$ cat src/rtl/vector_pkg.sv
// vector_pkg: shared types and defaults for the vector scratchpad path.
//   vreg_t      - one vector register, NUM_ELEMENTS FP16 lanes, element 0 in the LSBs
//   vsel_t      - vector register tag
//   dtype_t     - element type carried on a request
//   spad_err_t  - one-hot names for the 5 response error flags (flags OR together)
//   spad_state_t- request FSM states
package vector_pkg;
  localparam int NUM_ELEMENTS   = 16;
  localparam int ELEM_W         = 16;
  localparam int NUM_VREGS      = 32;
  localparam int DEF_BEAT_ELEMS = 4;
  localparam int DEF_SP_ROWS    = 64;
  localparam int DEF_SP_COLS    = 64;
  localparam int COORD_W        = 12;
  localparam int ERR_W          = 5;

  typedef logic [NUM_ELEMENTS-1:0][ELEM_W-1:0] vreg_t;
  typedef logic [$clog2(NUM_VREGS)-1:0]        vsel_t;

  typedef enum logic [1:0] {
    DT_FP16 = 2'd0,
    DT_BF16 = 2'd1,
    DT_FP32 = 2'd2,
    DT_INT8 = 2'd3
  } dtype_t;

  typedef enum logic [ERR_W-1:0] {
    ERR_NONE  = 5'h00,
    ERR_ROW   = 5'h01,
    ERR_COL   = 5'h02,
    ERR_ALIGN = 5'h04,
    ERR_DTYPE = 5'h08,
    ERR_RSVD  = 5'h10
  } spad_err_t;

  typedef enum logic [1:0] {
    S_IDLE   = 2'd0,
    S_ACCESS = 2'd1,
    S_DRAIN  = 2'd2,
    S_RESP   = 2'd3
  } spad_state_t;
endpackage

$ cat src/rtl/vspad_addr_gen.sv
// vspad_addr_gen: combinational word address and range/format check.
//   row, col  - element coordinate of vector element 0
//   swizzle   - 1: column-stride (each beat moves down one row)
//   datatype  - element type, only FP16 is legal
//   beat      - beat index within the vector
//   addr      - scratchpad word address for this beat (truncated)
//   err       - error flags, see spad_err_t
module vspad_addr_gen
  import vector_pkg::*;
#(
  parameter int NUM_ELEMS = NUM_ELEMENTS,
  parameter int BEAT_ELEMS = DEF_BEAT_ELEMS,
  parameter int SP_ROWS    = DEF_SP_ROWS,
  parameter int SP_COLS    = DEF_SP_COLS,
  parameter int BW         = 2
) (
  input  logic [COORD_W-1:0] row,
  input  logic [COORD_W-1:0] col,
  input  logic               swizzle,
  input  dtype_t             datatype,
  input  logic [BW-1:0]      beat,
  output logic [COORD_W-1:0] addr,
  output logic [ERR_W-1:0]   err
);
  localparam int NUM_BEATS     = NUM_ELEMS / BEAT_ELEMS;
  localparam int WORDS_PER_ROW = SP_COLS / BEAT_ELEMS;

  logic [31:0] row_w, col_w, beat_w;

  always_comb begin
    row_w = 32'(row);
    col_w = 32'(col);
    beat_w = 32'(beat);
    if (swizzle) addr = COORD_W'((row_w + beat_w) * WORDS_PER_ROW + col_w / BEAT_ELEMS);
    else         addr = COORD_W'(row_w * WORDS_PER_ROW + col_w / BEAT_ELEMS + beat_w);

    err = ERR_NONE;
    if (swizzle) begin
      // swizzle footprint: NUM_BEATS rows by one word
      if (row_w + 32'(NUM_BEATS) > 32'(SP_ROWS))  err = err | ERR_ROW;
      if (col_w + 32'(BEAT_ELEMS) > 32'(SP_COLS)) err = err | ERR_COL;
    end else begin
      if (row_w >= 32'(SP_ROWS))                 err = err | ERR_ROW;
      if (col_w + 32'(NUM_ELEMS) > 32'(SP_COLS)) err = err | ERR_COL;
    end
    if ((col_w % BEAT_ELEMS) != 0) err = err | ERR_ALIGN;
    if (datatype != DT_FP16)       err = err | ERR_DTYPE;
  end
endmodule

$ cat src/rtl/vector_spad_resp.sv
// vector_spad_resp: vector-register <-> scratchpad load/store engine.
//   req_*   - one vector request (load or store), accepted only in IDLE
//   rsp_*   - one response per accepted request, held until rsp_ready
//   sram_*  - single-port word SRAM, read data valid the cycle after sram_en
// A vector is moved as NUM_BEATS word beats, one per cycle. Bad requests
// answer immediately with error flags and never touch the SRAM.
module vector_spad_resp
  import vector_pkg::*;
#(
  parameter int NUM_ELEMENTS = vector_pkg::NUM_ELEMENTS,
  parameter int BEAT_ELEMS   = DEF_BEAT_ELEMS,
  parameter int SP_ROWS      = DEF_SP_ROWS,
  parameter int SP_COLS      = DEF_SP_COLS
) (
  input  logic                         CLK,
  input  logic                         RST,
  input  logic                         req_valid,
  output logic                         req_ready,
  input  logic                         req_wen,
  input  vsel_t                        req_vd,
  input  vreg_t                        req_vdata,
  input  logic [NUM_ELEMENTS-1:0]      req_vmask,
  input  logic [COORD_W-1:0]           req_row,
  input  logic [COORD_W-1:0]           req_col,
  input  logic                         req_swizzle,
  input  dtype_t                       req_datatype,
  output logic                         rsp_valid,
  input  logic                         rsp_ready,
  output vsel_t                        rsp_vd,
  output logic                         rsp_wen,
  output vreg_t                        rsp_vdata,
  output logic [ERR_W-1:0]             rsp_error,
  output logic                         sram_en,
  output logic                         sram_we,
  output logic [COORD_W-1:0]           sram_addr,
  output logic [BEAT_ELEMS*ELEM_W-1:0] sram_wdata,
  output logic [BEAT_ELEMS-1:0]        sram_wmask,
  input  logic [BEAT_ELEMS*ELEM_W-1:0] sram_rdata
);
  localparam int NUM_BEATS = NUM_ELEMENTS / BEAT_ELEMS;
  localparam int BW        = (NUM_BEATS > 1) ? $clog2(NUM_BEATS) : 1;

  spad_state_t             state_q, state_d;
  logic [BW-1:0]           beat_q, beat_d;
  logic                    wen_q, wen_d;
  vsel_t                   vd_q, vd_d;
  vreg_t                   vdata_q, vdata_d;
  logic [NUM_ELEMENTS-1:0] vmask_q, vmask_d;
  logic [COORD_W-1:0]      row_q, row_d, col_q, col_d;
  logic                    swz_q, swz_d;
  dtype_t                  dt_q, dt_d;
  logic [ERR_W-1:0]        err_q, err_d;
  vreg_t                   rbuf_q, rbuf_d;

  logic                    idle, hs, last_beat, cap_en;
  logic [BW-1:0]           cap_beat;
  logic [BEAT_ELEMS-1:0]   beat_mask;
  logic [COORD_W-1:0]      ag_row, ag_col, ag_addr;
  logic                    ag_swz;
  dtype_t                  ag_dt;
  logic [ERR_W-1:0]        ag_err;

  assign idle      = (state_q == S_IDLE);
  assign hs        = req_valid & idle;
  assign last_beat = (beat_q == BW'(NUM_BEATS - 1));
  assign beat_mask = vmask_q[int'(beat_q)*BEAT_ELEMS +: BEAT_ELEMS];

  // The error decision is needed on the handshake cycle itself, so in IDLE
  // the checker looks at the live request; afterwards at the registered one.
  assign ag_row = idle ? req_row      : row_q;
  assign ag_col = idle ? req_col      : col_q;
  assign ag_swz = idle ? req_swizzle  : swz_q;
  assign ag_dt  = idle ? req_datatype : dt_q;

  vspad_addr_gen #(
    .NUM_ELEMS (NUM_ELEMENTS),
    .BEAT_ELEMS(BEAT_ELEMS),
    .SP_ROWS   (SP_ROWS),
    .SP_COLS   (SP_COLS),
    .BW        (BW)
  ) u_addr_gen (
    .row     (ag_row),
    .col     (ag_col),
    .swizzle (ag_swz),
    .datatype(ag_dt),
    .beat    (beat_q),
    .addr    (ag_addr),
    .err     (ag_err)
  );

  // Load data for beat k arrives while beat k+1 issues; the final beat's
  // data lands in DRAIN, where the counter has already wrapped to 0.
  assign cap_en   = ~wen_q & (((state_q == S_ACCESS) & (beat_q != '0)) | (state_q == S_DRAIN));
  assign cap_beat = beat_q - BW'(1);

  always_comb begin
    state_d = state_q;
    beat_d  = beat_q;
    wen_d   = wen_q;
    vd_d    = vd_q;
    vdata_d = vdata_q;
    vmask_d = vmask_q;
    row_d   = row_q;
    col_d   = col_q;
    swz_d   = swz_q;
    dt_d    = dt_q;
    err_d   = err_q;
    rbuf_d  = rbuf_q;
    sram_en    = 1'b0;
    sram_we    = 1'b0;
    sram_addr  = '0;
    sram_wdata = '0;
    sram_wmask = '0;

    case (state_q)
      S_IDLE: if (hs) begin
        wen_d   = req_wen;
        vd_d    = req_vd;
        vdata_d = req_vdata;
        vmask_d = req_vmask;
        row_d   = req_row;
        col_d   = req_col;
        swz_d   = req_swizzle;
        dt_d    = req_datatype;
        err_d   = ag_err;
        rbuf_d  = '0;
        beat_d  = '0;
        state_d = (ag_err != '0) ? S_RESP : S_ACCESS;
      end
      S_ACCESS: begin
        sram_addr = ag_addr;
        if (wen_q) begin
          // a fully masked beat still occupies its slot, just without a strobe
          sram_en    = |beat_mask;
          sram_we    = 1'b1;
          sram_wmask = beat_mask;
          sram_wdata = vdata_q[int'(beat_q)*BEAT_ELEMS +: BEAT_ELEMS];
        end else begin
          sram_en = 1'b1;
        end
        beat_d = beat_q + BW'(1);
        if (last_beat) state_d = wen_q ? S_RESP : S_DRAIN;
      end
      S_DRAIN: state_d = S_RESP;
      S_RESP:  if (rsp_ready) state_d = S_IDLE;
      default: state_d = S_IDLE;
    endcase

    if (cap_en) begin
      for (int j = 0; j < BEAT_ELEMS; j++) begin
        rbuf_d[int'(cap_beat)*BEAT_ELEMS + j] =
          vmask_q[int'(cap_beat)*BEAT_ELEMS + j] ? sram_rdata[j*ELEM_W +: ELEM_W] : '0;
      end
    end
  end

  always_ff @(posedge CLK or posedge RST) begin
    if (RST) begin
      state_q <= S_IDLE;
      beat_q  <= '0;
      wen_q   <= 1'b0;
      vd_q    <= '0;
      vdata_q <= '0;
      vmask_q <= '0;
      row_q   <= '0;
      col_q   <= '0;
      swz_q   <= 1'b0;
      dt_q    <= DT_FP16;
      err_q   <= '0;
      rbuf_q  <= '0;
    end else begin
      state_q <= state_d;
      beat_q  <= beat_d;
      wen_q   <= wen_d;
      vd_q    <= vd_d;
      vdata_q <= vdata_d;
      vmask_q <= vmask_d;
      row_q   <= row_d;
      col_q   <= col_d;
      swz_q   <= swz_d;
      dt_q    <= dt_d;
      err_q   <= err_d;
      rbuf_q  <= rbuf_d;
    end
  end

  assign req_ready = idle;
  assign rsp_valid = (state_q == S_RESP);
  assign rsp_vd    = vd_q;
  assign rsp_wen   = wen_q;
  assign rsp_vdata = rbuf_q;
  assign rsp_error = err_q;
endmodule

$ cat config.mk
export PLATFORM = sky130hd
export DESIGN_NAME = vector_spad_resp
export DESIGN_NICKNAME = d
export VERILOG_FILES = /design/src/rtl/vector_pkg.sv /design/src/rtl/vspad_addr_gen.sv /design/src/rtl/vector_spad_resp.sv
export SDC_FILE = /design/constraint.sdc
export NUM_CORES = 1
export LEC_CHECK = 0
export ABC_CLOCK_PERIOD_IN_PS = 16890
export BUFFER_PORTS_ARGS = -buffer_cell sky130_fd_sc_hd__buf_2
export CAP_MARGIN = 20
export CORE_AREA = 4 4 280 282
export DETAILED_ROUTE_END_ITERATION = 8
export DIE_AREA = 0 0 284 286
export HOLD_SLACK_MARGIN = 0.15
export MAX_ROUTING_LAYER = met4
export PLACE_DENSITY = 0.63
export SETUP_SLACK_MARGIN = 0.3
export SLEW_MARGIN = 20
export SYNTH_ARGS = -nofsm -noshare
export SYNTH_HDL_FRONTEND = slang
export SYNTH_SLANG_ARGS = --single-unit
$ cat constraint.sdc
create_clock -name CLK -period 16.89 [get_ports CLK]
set_input_delay 0 -clock CLK [delete_from_list [all_inputs] [get_ports CLK]]
set_output_delay 0 -clock CLK [all_outputs]
set_load 0.01 [all_outputs]
## Word-level counts from Yosys, hierarchy flattened

Index checks and enable logic that the tools add are counted.
Widths: inputs -> output; s select.

- Equal/unequal tests: 7
- Bitwise logic cells: 5
- $add $sub $neg: 12
- Reduce and logical (&&, ||, !) cells: 14
- Shifts and indexed selects: 17
- Multiplexer cells: 59
- Order comparisons: 12

Operators with widths:

| cell | number |
|---|---|
| $bwmux 256 | 4 |
| $mux 256 | 3 |
| $shiftx 16x5->4 | 17 |
| $demux 16 s4 | 3 |
| $mux 16 | 8 |
| $mux 64 | 2 |
| $gt 32x7->1 const B | 3 |
| $mux 12 | 4 |
| $demux 16 s2 | 1 |
| $reduce_bool 32->1 | 1 |
| $add 12x3->13 const B | 2 |
| $add 12x10->12 | 2 |
| $mux 2 | 9 |
| $ge 5x1->1 const B | 3 |
| $lt 5x5->1 const B | 3 |
| $mux 1 | 15 |
| $add 12x5->13 const B | 1 |
| $add 12x2->12 | 1 |
| $bmux 1 s4 | 3 |
| $ge 12x7->1 const B | 1 |
| $mux 4 | 3 |
| $add 4x2->5 const B | 2 |
| $add 8x2->8 | 1 |
| $pmux 2 s4 | 1 |
| 22 further kinds | 33 |

- Bits of input ports: 373
- Register bits after elaboration: 570
- Output and inout bits: 351
- Word-level logic and storage cells: 168

## Longest topological paths before layout

Gate-level depths: netlist of the first run.

- Depth after elaboration: 13
- Depth in mapped cells: 18
- Depth with buffers taken out: 14

## Cells and area by module

Synthesis of the first run repeated with hierarchy kept, for this count alone.

- Cells, all modules: 1952
- Area, all modules: 25752.2 um^2

Modules (own cells, without submodules):

| module | seq. area each (um^2) | cells an instance | instances | area an instance (um^2) |
|---|---|---|---|---|
| vector_spad_resp | 14263.7 | 1813 | 1 | 24732.5 |
| vspad_addr_gen | 0.0 | 139 | 1 | 1019.7 |

## Worst setup path before layout of the first run

Ideal clock, no wire load.

- Path kind: flip-flop to output port
- From: register state_q[0]
- To: output sram_addr[9]
- Required time: 16.890 ns
- Stages on the path, launching flop included: 18
- Arrival time: 3.850 ns
- Slack: 13.040 ns
- Path buffers: 4
- Cell sequence: dfrtp_1 inv_1 ha_1 buf_6 buf_2 buf_2 buf_2 mux2_2 ha_1 inv_1 fa_1 inv_1 ha_1 a211oi_1 nor2_1 o31ai_1 a21bo_2 o22ai_1

- Longest elaborated chain between the ends: 6
- Elaborated cells on any way between the ends: 11
- Those cells by class: 4 x add/sub; 1 x eq/ne; 5 x mux; 1 x reduce/logical

Ends and longest elaborated chain:

| item | RTL line | RTL |
|---|---|---|
| start: declaration | vector_spad_resp.sv:43 | `spad_state_t state_q, state_d;` |
| start signal: assignment | vector_spad_resp.sv:172 | `state_q <= state_d;` |
| $logic_not 2->1 (*) | vector_spad_resp.sv:63 | `assign idle = (state_q == S_IDLE);` |
| net req_ready | vector_spad_resp.sv:18 | `output logic req_ready,` |
| $mux 12, on equally long branches | vector_spad_resp.sv:71, vector_spad_resp.sv:70 |  |
| $add 12x10->12 or $add 8x2->8 (tied branches) | vspad_addr_gen.sv:35, vspad_addr_gen.sv:34 |  |
| $add 12x2->12 or $add 12x10->12 (tied branches) | vspad_addr_gen.sv:35, vspad_addr_gen.sv:34 |  |
| $mux 12 (*) | vspad_addr_gen.sv:34 | `if (swizzle) addr = COORD_W'((row_w + beat_w) * WORDS_PER_ROW + col_w / BEAT_ELEMS);` |
| $mux 12 (*) | vector_spad_resp.sv:115 | `case (state_q)` |
| end: declaration | vector_spad_resp.sv:35 | `output logic [COORD_W-1:0] sram_addr,` |

The timed path passes the listed nets; every way through them passes the cells marked *.

## Worst setup path in the final report of the first run

- From: register state_q[0]
- To: register vdata_q[38] in the netlist's numbering

- Longest elaborated chain between the ends: 3

Ends and longest elaborated chain:

| item | RTL line | RTL |
|---|---|---|
| $logic_not 2->1 (*) | vector_spad_resp.sv:63, vector_spad_resp.sv:115 |  |
| $and 1x1->1 | vector_spad_resp.sv:64 | `assign hs = req_valid & idle;` |
| $reduce_and 2->1 (no line) (*) | -- |  |
| end signal: assignment | vector_spad_resp.sv:176 | `vdata_q <= vdata_d;` |
| end: declaration | vector_spad_resp.sv:47 | `vreg_t vdata_q, vdata_d;` |

Mark *: on every way between the ends. The rest lies on a longest branch, timed or not.
A chain may end at the register's enable or synchronous reset.

==> flow_summary.yaml, run 1 <==
finish:
  nNetsFinal: 3646
  fillers: 6406
  drive_above_1_share_pct: 35.54
  syn_to_final_growth_pct: 51.37
  stdcell_count: 4290
  layout_common_cells: "722 x buf_2, 625 x dlygate4sd3_1, 565 x dfrtp_1, 259 x nand3_1, 238 x mux2_2"
  final_common_cell: "buf_2"
place:
  port_buffers: 722
  dp_cells: 3536
  gp_congestion: 0.8337
  dp_slack_ps: 10830
  dpl.hpwl_um: 54930
sta:
  fmax_ghz: 0.1647
  hold_violations: 0
  relSlewSlack_pct: 26.20
  period_needed_ps: 6072
  holdWs_ps: 165.0
  rsz0062_at_grt: "false"
  finalSetupViolations: 0
  final_max_slew_viol_count: 0
  fin_setup_tns_ps: 0
  finClkSkew_ps: 25.22
  post-route-period-util_pct: 35.95
  tightest_slew_ps: 1107
  fin_ws_ps: 10820
global_routing:
  grt_pass1_vias: 22920
  antenna_found_initial: 18
  grt_max_degree: 104
  track_usage_pct: 22.01
  grt-ovfl-total: 0
  grt_pass1_wl_um: 137400
clocking:
  clockBufferDepth: 3
  clk_pin_slew_ps: 70
  numCtsBuffers: 61
  clkLatencyLatePin_ps: 620
  root_buffer: "clkbuf_16"
  cts.sinks: 567
  cts_tree: "built"
  htree_num_levels: 2
job:
  maxCapViolations: 0
floorplanning:
  dieArea_um2: 81220
  initial_core_util_pct: 32.80
  die_w_um: 284
  rows: 101
  ioPinCount: 724
  core_area_um2: 75700
  fp.dieH_um: 286
synthesis:
  synth_warnings: 0
  syn_inst: 1970
  seq_area_frac_synth_pct: 57.15
  synth-seq-cells: 567
  synth_edf_count: 0
  syn_area_um2: 24830
  synth_top_flop_cell: "dfrtp_1"
  ys_types: 60
  avgSynthCellArea_um2: 12.60
  synth_nets: 2370
  synthArstFlopShare_pct: 100.0
worst_hold_path:
  min_path_type: "in2reg"
  hold_depth: 3
critical_path:
  worst_ep_arrival_time_ps: 6550
  endpoint_kind: "flip-flop"
  cp_max_fo: 91
  critPathLaunchType: "flip-flop"
  ff2ff_path_depth: 9
  worstPathRequired_ps: 17370
  critPathKind: "reg2reg"
drt:
  drt-initial-drc-count: 1374
  wl_per_cell_um: 20.80
  vias: 21480
  firstDrtPassIters: 5
  drt-total-wl_um: 89230
  vias_per_cell: 5.006
  postRouteAntennaNets: 0
  drc: 0
status:
  status: "finished, final reports clean"
pwr:
  power_leakage_nw: 17.75
  power_density_nw_per_um2: 173.7
  irDropWorstVdd_v: 0.0001155
  power_mw: 6.528
-- worst paths after layout --
path	start	end	slack [ps]
worst min-delay path	req_vdata[165]	vdata_q[165]	160
worst max register to register	state_q[0]	vdata_q[38]	10820
max in group asynchronous	RST	row_q[2]	13260
min in group asynchronous	RST	vdata_q[42]	720
worst min register to register	rsp_error[3]	rsp_error[3]	480
worst max-delay path	state_q[0]	vdata_q[38]	10820
-- registers in the layout (all words and copies together), names as in the netlist, 4 cells and up --
signal	cells
vdata_q	256
rsp_error	4
rsp_vdata	256
vmask_q	16
col_q	12
rsp_vd	5
row_q	12
-- report_power, final --
part	switching, mW	leakage (nW)	internal (mW)
logic	1.53	9.54	1.27
clock network	0.571	1.01	0.819
registers	0.386	7.20	1.96
-- per-layer routing --
layer / vias up / share of wire (%) / track usage [%]
li1: 9690 / - / -
met1: 10710 / 40 / 26.59
met2: 865 / 49 / 36.33
met3: 214 / 6.7 / 4.685
met4: 0 / 4.0 / 8.616
met5: - / 0 / -
-- synthesized netlist by cell type (5+ instances only) --
cell / number / share of area (%)
mux4_2: 72 / 6.5
a21oi_1: 14 / 0.28
ha_1: 24 / 1.2
nand2_1: 86 / 1.3
xor2_1: 5 / 0.18
dfrtp_1: 567 / 57
mux2_2: 238 / 11
o21ai_0: 199 / 4.0
mux2_1: 76 / 3.4
xnor2_1: 10 / 0.35
mux2i_1: 6 / 0.24
nor3_1: 8 / 0.16
nor2_1: 13 / 0.20
buf_2: 54 / 1.1
and2_1: 71 / 1.8
o21ai_1: 74 / 1.5
buf_1: 18 / 0.27
clkbuf_1: 82 / 1.2
nand3_1: 259 / 5.2
inv_1: 18 / 0.27
-- stage by stage --
step	instance area, um^2	util (%)
6_report	37580	49.65
5_1_grt	37580	49.65
4_1_cts	37530	49.59
3_5_place_dp	29210	38.59
3_3_place_gp	29210	38.59
2_1_floorplan	24830	-
-- logic make-up (layout without fill, tap and decap cells) --
group | after synthesis | after routing | synth area share [%]
AND/OR/NAND/NOR | 461 | 461 | 9.429
multiplexers | 397 | 397 | 21.31
other | 1 | 18 | 0.01510
AO/OA/AOI/OAI | 326 | 326 | 7.111
adder cells (fa/ha/maj) | 27 | 27 | 1.451
XOR/XNOR | 15 | 15 | 0.5291
flip-flops | 567 | 567 | 57.15
buffers and inverters | 176 | 1501 | 3.009
-- repair_timing --
item | CTS | global route
endpoints found under the setup margin | 0 | 0
hold endpoints to repair | 667 | 0
buffers inserted | 0 | 0
hold buffers | 625 | 0
resized for setup | 0 | 0
-- critical path, cell delays in order (launching register included) --
cell and delay, ps:
dfrtp_1 390, inv_1 100, ha_2 180, buf_4 290, nand2_4 780, buf_4 960, buf_4 920, buf_4 830
buf_4 830, mux2_2 420
-- cell type report --
cell class / instances / area [um^2] / area share (%)
repair buffers: 1370 / 10050 / 26.73
clock buffers: 92 / 1784 / 4.748
multi-input cells: 1227 / 9926 / 26.41
inverters: 19 / 78.83 / 0.2097
flip-flops and latches: 567 / 14200 / 37.77
diodes: 17 / 42.54 / 0.1132
clock inverters: 20 / 284.0 / 0.7558
well taps: 978 / 1224 / 3.256
Power figures use the tool's default switching activity.
==> run 2, diff against run 1 <==
--- a/config.mk
+++ b/config.mk
@@ -5,15 +5,16 @@
 export SDC_FILE = /design/constraint.sdc
 export NUM_CORES = 1
 export LEC_CHECK = 0
-export ABC_CLOCK_PERIOD_IN_PS = 16890
+export ABC_AREA = 1
+export ABC_CLOCK_PERIOD_IN_PS = 5100
 export BUFFER_PORTS_ARGS = -buffer_cell sky130_fd_sc_hd__buf_2
 export CAP_MARGIN = 20
-export CORE_AREA = 4 4 280 282
+export CORE_AREA = 4 4 283 285
 export DETAILED_ROUTE_END_ITERATION = 8
-export DIE_AREA = 0 0 284 286
+export DIE_AREA = 0 0 287 289
 export HOLD_SLACK_MARGIN = 0.15
 export MAX_ROUTING_LAYER = met4
-export PLACE_DENSITY = 0.63
+export PLACE_DENSITY = 0.62
 export SETUP_SLACK_MARGIN = 0.3
 export SLEW_MARGIN = 20
 export SYNTH_ARGS = -nofsm -noshare
==> constraint.sdc (replaced) <==
create_clock -name CLK -period 5.1 [get_ports CLK]
set_input_delay 0 -clock CLK [delete_from_list [all_inputs] [get_ports CLK]]
set_output_delay 0 -clock CLK [all_outputs]
set_load 0.01 [all_outputs]
==> run 2 against run 1 <==
Compared with the run above: highest routed layer unchanged; flip-flop and latch count unchanged; die area is 2.1% higher; clock power grew to 3.2 times the previous value; total power grew to 3.3 times the previous value; global-route usage increased by 2.9 points; critical endpoint is now sram_addr[11].
==> flow_summary.yaml, run 2 <==
drt:
  drt-total-wl_um: 104700
  vias_per_cell: 5.022
  drc: 0
  wl_per_cell_um: 19.58
  drt-initial-drc-count: 2293
  postRouteAntennaNets: 0
  firstDrtPassIters: 7
  vias: 26860
critical_path:
  crit_slowest_cell: "dfrtp_1"
  cp_top_family: "adder cells"
  cpPeakStageDelay_ps: 400
  critPathLaunchType: "flip-flop"
  worstPathRequired_ps: 5100
  worst_ep_arrival_time_ps: 4200
  cpMostUsedCell: "nand2_1"
  cp_cell_sequence: "inv_1 > ha_1 > inv_2 > buf_4 > nand2_1 > o21ai_1 > ha_1 > inv_1 > fa_1 > inv_1 > nand2_1 > xor2_1 > ha_1 > nand2_1 > inv_1 > nand3_1 > nand3_1 > nand2_1 > nand2_1 > nand3_1 > nand3_1 > nand2_1 > nor2_1 > buf_2"
  crit_buf_inv: 7
  critPathKind: "reg2out"
  endpoint_kind: "output pin"
  cp_max_fo: 24
sta:
  finClkSkew_ps: 17.40
  fin_ws_ps: 904.7
  period_needed_ps: 4195
  relSlewSlack_pct: 34.03
  post-route-period-util_pct: 82.26
  finalSetupViolations: 0
  holdWs_ps: 171.0
  fmax_ghz: 0.2384
  rsz0062_at_grt: "false"
  tightest_slew_ps: 981.2
  fin_setup_tns_ps: 0
  hold_violations: 0
  final_max_slew_viol_count: 0
status:
  status: "finished, final reports clean"
worst_hold_path:
  min_path_type: "in2reg"
synthesis:
  synthArstFlopShare_pct: 100.0
  synth_compound_area_share_pct: 14.92
  syn_area_um2: 25340
  synth_commonest_cells: "871 x nand2_1, 567 x dfrtp_1, 488 x o21ai_0, 283 x nand3_1, 163 x inv_1"
  synth_top_family_by_area: "simple AND/OR/NAND/NOR gates"
  seq_area_frac_synth_pct: 55.99
  synth_warnings: 0
  synth_top_area_share_pct: 55.99
  synth_largest_area_cell: "dfrtp_1"
  synth_fa_ha_area_share_pct: 1.422
  synthMuxAreaShare_pct: 0
  avgSynthCellArea_um2: 8.428
  synth_area_leaders: "dfrtp_1 56%, nand2_1 13%, o21ai_0 9.6%"
  yosys.area_share.simple_pct: 20.72
  syn_inst: 3007
  synth_top_flop_cell: "dfrtp_1"
  synth_edf_count: 0
  ys_types: 40
  synth_nets: 3407
  synth_xor_area_share_pct: 0.3456
  yosysMostFrequentCell: "nand2_1"
  synth-seq-cells: 567
clocking:
  root_buffer: "clkbuf_16"
  numCtsBuffers: 61
  clkLatencyLatePin_ps: 630
  post_cts_buffers: 0
  clk_pin_slew_ps: 60
  htree_num_levels: 2
  cts_tree: "built"
  clockBufferDepth: 3
  cts.sinks: 567
pwr:
  irDropWorstVdd_v: 0.0003064
  power_leakage_nw: 19.14
  power_density_nw_per_um2: 570.4
global_routing:
  grt_pass1_wl_um: 158700
  track_usage_pct: 24.95
  grt_pass1_vias: 27170
  antenna_found_initial: 26
  grt-ovfl-total: 0
  grt_max_degree: 202
place:
  port_buffers: 722
  dpl.hpwl_um: 65290
  gp_congestion: 0.9208
  dp_cells: 4586
  dp_slack_ps: 1571
finish:
  stdcell_count: 5348
  final_common_cell: "nand2_1"
  syn_to_final_growth_pct: 49.76
  drive_above_1_share_pct: 20.48
  layout_common_cells: "865 x nand2_1, 722 x buf_2, 625 x dlygate4sd3_1, 565 x dfrtp_1, 488 x o21ai_0"
  nNetsFinal: 4634
  fillers: 7024
floorplanning:
  initial_core_util_pct: 32.77
  ioPinCount: 724
  die_w_um: 287
  fp.dieH_um: 289
  core_area_um2: 77340
  rows: 102
  dieArea_um2: 82940
job:
  maxCapViolations: 0
## run 2: cells by family (layout without fill, tap and decap cells)
logic type      count (synthesis)  after routing
xor+xnor                       10             10
other cells                     1             31
buf+inv                       386           1657
simple gates                 1295           1295
compound gates                721            721
flops                         567            567
fa+ha+maj                      27             27
## run 2: timing repair
| action | in CTS | in global routing |
|---|---|---|
| resized for setup | 0 | 0 |
| endpoints found under the hold margin | 909 | 0 |
| hold buffers | 625 | 0 |
| setup endpoints to repair | 0 | 0 |
## run 2: metal layers
layer | vias to the layer above | share of wire (%) | track usage (%) | wire length [um]
met1 | 12830 | 39 | 29.96 | 40460
met3 | 331 | 8.9 | 6.035 | 9339
met2 | 1355 | 47 | 39.75 | 49180
met4 | 0 | 5.5 | 11.82 | 5743
li1 | 12340 | - | - | -
met5 | - | 0 | - | 0
## run 2: metrics by stage
step / utilization (%) / total power [mW] / area (um^2)
6_report: 49.07 / 21.65 / 37950
4_1_cts: 48.97 / 21.48 / 37870
3_5_place_dp: 38.31 / 16.56 / 29630
2_1_floorplan: - / 13.16 / 25350
5_1_grt: 49.05 / 23.20 / 37940
3_3_place_gp: 38.31 / 16.44 / 29630
## run 2: worst reg2reg max path, cell delays in order (launching register included)
cell and delay [ps]:
dfrtp_1 410, inv_1 120, ha_1 250, buf_4 370, nand2_4 520, inv_8 710
buf_4 640, nand2_1 140, o21ai_0 140
## run 2: final cells by class
class	count	area (um^2)	area share, %
flip-flops and latches	567	14200	37.40
well taps	1040	1301	3.429
diodes	30	75.07	0.1978
inverters	169	645.6	1.701
clock buffers	87	1744	4.596
multi-input cells	2054	9538	25.13
clock inverters	20	240.2	0.6330
repair buffers	1381	10210	26.91
## run 2: worst paths after layout
| kind | slack, ps | end | startpoint | depth (start not counted) |
|---|---|---|---|---|
| hold / removal | 170 | vdata_q[124] | req_vdata[124] | 4 |
| max in group asynchronous | 2980 | vdata_q[36] | RST | 6 |
| min in group asynchronous | 580 | vdata_q[11] | RST | 4 |
| hold reg to reg | 470 | vdata_q[50] | vdata_q[50] | 2 |
| setup / recovery | 900 | sram_addr[11] | state_q[0] | 24 |
| setup reg to reg | 1700 | vdata_q[238] | state_q[0] | 8 |
## run 2: power by group
group / switching [mW] / internal, mW / total (mW)
Clock: 1.90 / 2.57 / 4.47
Combinational: 6.38 / 3.22 / 9.60
Sequential: 1.12 / 6.45 / 7.57
==> run 3, diff against run 2 <==
--- a/config.mk
+++ b/config.mk
@@ -6,7 +6,7 @@
 export NUM_CORES = 1
 export LEC_CHECK = 0
 export ABC_AREA = 1
-export ABC_CLOCK_PERIOD_IN_PS = 5100
+export ABC_CLOCK_PERIOD_IN_PS = 3400
 export BUFFER_PORTS_ARGS = -buffer_cell sky130_fd_sc_hd__buf_2
 export CAP_MARGIN = 20
 export CORE_AREA = 4 4 283 285
==> constraint.sdc (replaced) <==
create_clock -name CLK -period 3.4 [get_ports CLK]
set_input_delay 0 -clock CLK [delete_from_list [all_inputs] [get_ports CLK]]
set_output_delay 0 -clock CLK [all_outputs]
set_load 0.01 [all_outputs]
==> run 3 against run 2 <==
Compared with the run above: the run now ends with setup timing left; global-route usage up 0.65 points; clock power up 62%; final cell count up 1.3%; utilization up 1.6 points; total power up 59%; flip-flop and latch count unchanged; sequential power up 49%; critical path depth down 1; clock-buffer cell count up 7; routed wire length up 2.6%; register-to-register slack worse by 1300 ps; critical path type unchanged; largest cell class unchanged.
==> flow_summary.yaml, run 3 (synthesis gave the netlist of run 2 again) <==
place:
  port_buffers: 722
  dp_slack_ps: 241.5
  dpl.hpwl_um: 67390
  gp_congestion: 0.9144
  dp_cells: 4619
sta:
  finClkSkew_ps: 22.65
  fmax_ghz: 0.2862
  period_needed_ps: 3494
  fin_ws_ps: -94.04
  post-route-period-util_pct: 102.8
  hold_violations: 0
  relSlewSlack_pct: 19.05
  rsz0062_at_grt: "true"
  finalSetupViolations: 3
  tightest_slew_ps: 1214
  final_max_slew_viol_count: 0
floorplanning:
  core_area_um2: 77340
  fp.dieH_um: 289
  rows: 102
  initial_core_util_pct: 32.77
  dieArea_um2: 82940
  ioPinCount: 724
  die_w_um: 287
job:
  maxCapViolations: 0
global_routing:
  track_usage_pct: 25.60
  grt-ovfl-total: 0
  grt_max_degree: 228
  grt_pass1_wl_um: 161700
  antenna_found_initial: 26
  grt_pass1_vias: 27510
drt:
  vias_per_cell: 5.028
  firstDrtPassIters: 6
  wl_per_cell_um: 19.83
  drc: 0
  drt-total-wl_um: 107500
  postRouteAntennaNets: 0
  vias: 27250
  drt-initial-drc-count: 2299
critical_path:
  critPathKind: "reg2out"
  ff2ff_path_depth: 10
  rr_endpoint: "vdata_q[84]"
  rrSetupSlack_ps: 400
  worst_ep_arrival_time_ps: 3490
  critPathLaunchType: "flip-flop"
  cp_max_fo: 4
  worstPathRequired_ps: 3400
  r2r_start: "state_q[0]"
  endpoint_kind: "output pin"
finish:
  final_common_cell: "nand2_1"
  stdcell_count: 5420
  fillers: 6965
  syn_to_final_growth_pct: 54.53
  drive_above_1_share_pct: 22.66
  nNetsFinal: 4710
  layout_common_cells: "859 x nand2_1, 721 x buf_2, 641 x dlygate4sd3_1, 565 x dfrtp_1, 483 x o21ai_0"
pwr:
  p_int_mw: 19.74
  power_leakage_nw: 19.60
  swShare_pct: 42.78
  clkPwrFrac_pct: 21.0
  power_density_nw_per_um2: 881.0
  power_frac_seq_pct: 32.7
  irDropWorstVdd_v: 0.0006277
  pwr-share-comb_pct: 46.3
  netSwitchingPower_mw: 14.76
clocking:
  root_buffer: "clkbuf_16"
  numCtsBuffers: 66
  clk_pin_slew_ps: 60
  clkLatencyLatePin_ps: 600
  cts.sinks: 567
  htree_num_levels: 3
  cts_tree: "built"
  clockBufferDepth: 3
worst_hold_path:
  hold_depth: 4
  hold_start: "req_vdata[103]"
  hold_end: "vdata_q[103]"
  min_path_type: "in2reg"
status:
  status: "finished with violations"
  violations: "setup timing"
## run 3: changes by cell type in the layout (fill, tap and decap cells not counted), moves of 5 or more
cell / before / now
buf_4: 27 / 62
buf_12: 7 / 24
dlygate4sd3_1: 625 / 641
inv_1: 162 / 150
inv_2: 5 / 16
clkbuf_16: 61 / 70
ha_1: 24 / 16
ha_4: 0 / 6
nand2_1: 865 / 859
nand2_2: 3 / 9
o21ai_0: 488 / 483
## run 3: worst max-delay path: stages, from the launching register on
cell     delay (ps)
dfrtp_1         390
inv_2            90
ha_4            160
inv_4            40
o21ai_2         140
ha_2            200
inv_2            40
fa_2            350
inv_2            80
nand2_2          50
xor2_1          150
ha_1            330
nand2_1         100
inv_2            50
nand3_2          70
nand3_2          90
nand2_2          80
nand2_2          50
nand2_1          60
nand2_1          40
nand3_1          70
nand2_1          50
nor2_1           90
buf_2           130
## run 3: layout make-up
| type | count | area, um^2 | area share (%) |
|---|---|---|---|
| flip-flops and latches | 567 | 14200 | 36.25 |
| repair buffers | 1452 | 11030 | 28.17 |
| multi-input cells | 2054 | 9743 | 24.88 |
| clock buffers | 94 | 1961 | 5.006 |
| well taps | 1040 | 1301 | 3.323 |
| inverters | 169 | 648.1 | 1.655 |
| clock inverters | 16 | 211.5 | 0.5399 |
| diodes | 28 | 70.07 | 0.1789 |
## run 3: repair_timing
item,in CTS,in global routing
gates cloned,0,1
resized for setup,30,39
buffers inserted,16,5
endpoints found under the setup margin,13,14
pin swaps,19,22
hold endpoints to repair,883,0
hold buffers,641,0
## run 3: how the worst max path moves through the flow
stage | to | depth (start not counted) | start | slack (ps)
global route | sram_addr[11] | 23 | state_q[0] | -330
global placement | sram_addr[11] | 22 | state_q[0] | 270
floorplan | beat_q[0] | 1 | RST | -4320
detailed placement | sram_addr[11] | 22 | state_q[0] | 240
CTS | sram_addr[11] | 22 | state_q[1] | -130
finish | sram_addr[11] | 23 | state_q[0] | -90
## run 3: stage by stage
stage | area [um^2] | hold WS, ps | TNS, ps | util [%] | power (mW)
global route | 39150 | 156.6 | -1300 | 50.62 | 36.88
CTS | 38900 | 150.9 | -424.7 | 50.29 | 33.87
global placement | 30090 | 111.2 | 0 | 38.91 | 25.09
floorplan | 25360 | 109.6 | -2450370 | - | 19.76
detailed placement | 30090 | 106.7 | 0 | 38.91 | 25.27
finish | 39160 | 183.4 | -169.8 | 50.64 | 34.50
## run 3: power by group through the flow
stage / logic [mW] / clock network, mW / registers, mW
floorplan: 8.21 / 0 / 11.6
global route: 17.6 / 7.68 / 11.6
detailed placement: 14.0 / 0 / 11.3
CTS: 15.3 / 7.38 / 11.2
finish: 16.0 / 7.23 / 11.3
global placement: 13.9 / 0 / 11.2
## run 3: metal layers
metal	track usage (%)	routed length [um]	part of all wire, %	vias up
met2	41.05	50840	47	1370
met5	-	0	0	-
li1	-	-	-	12500
met3	5.264	8780	8.2	321
met1	30.92	42200	39	13060
met4	12.63	5659	5.3	0
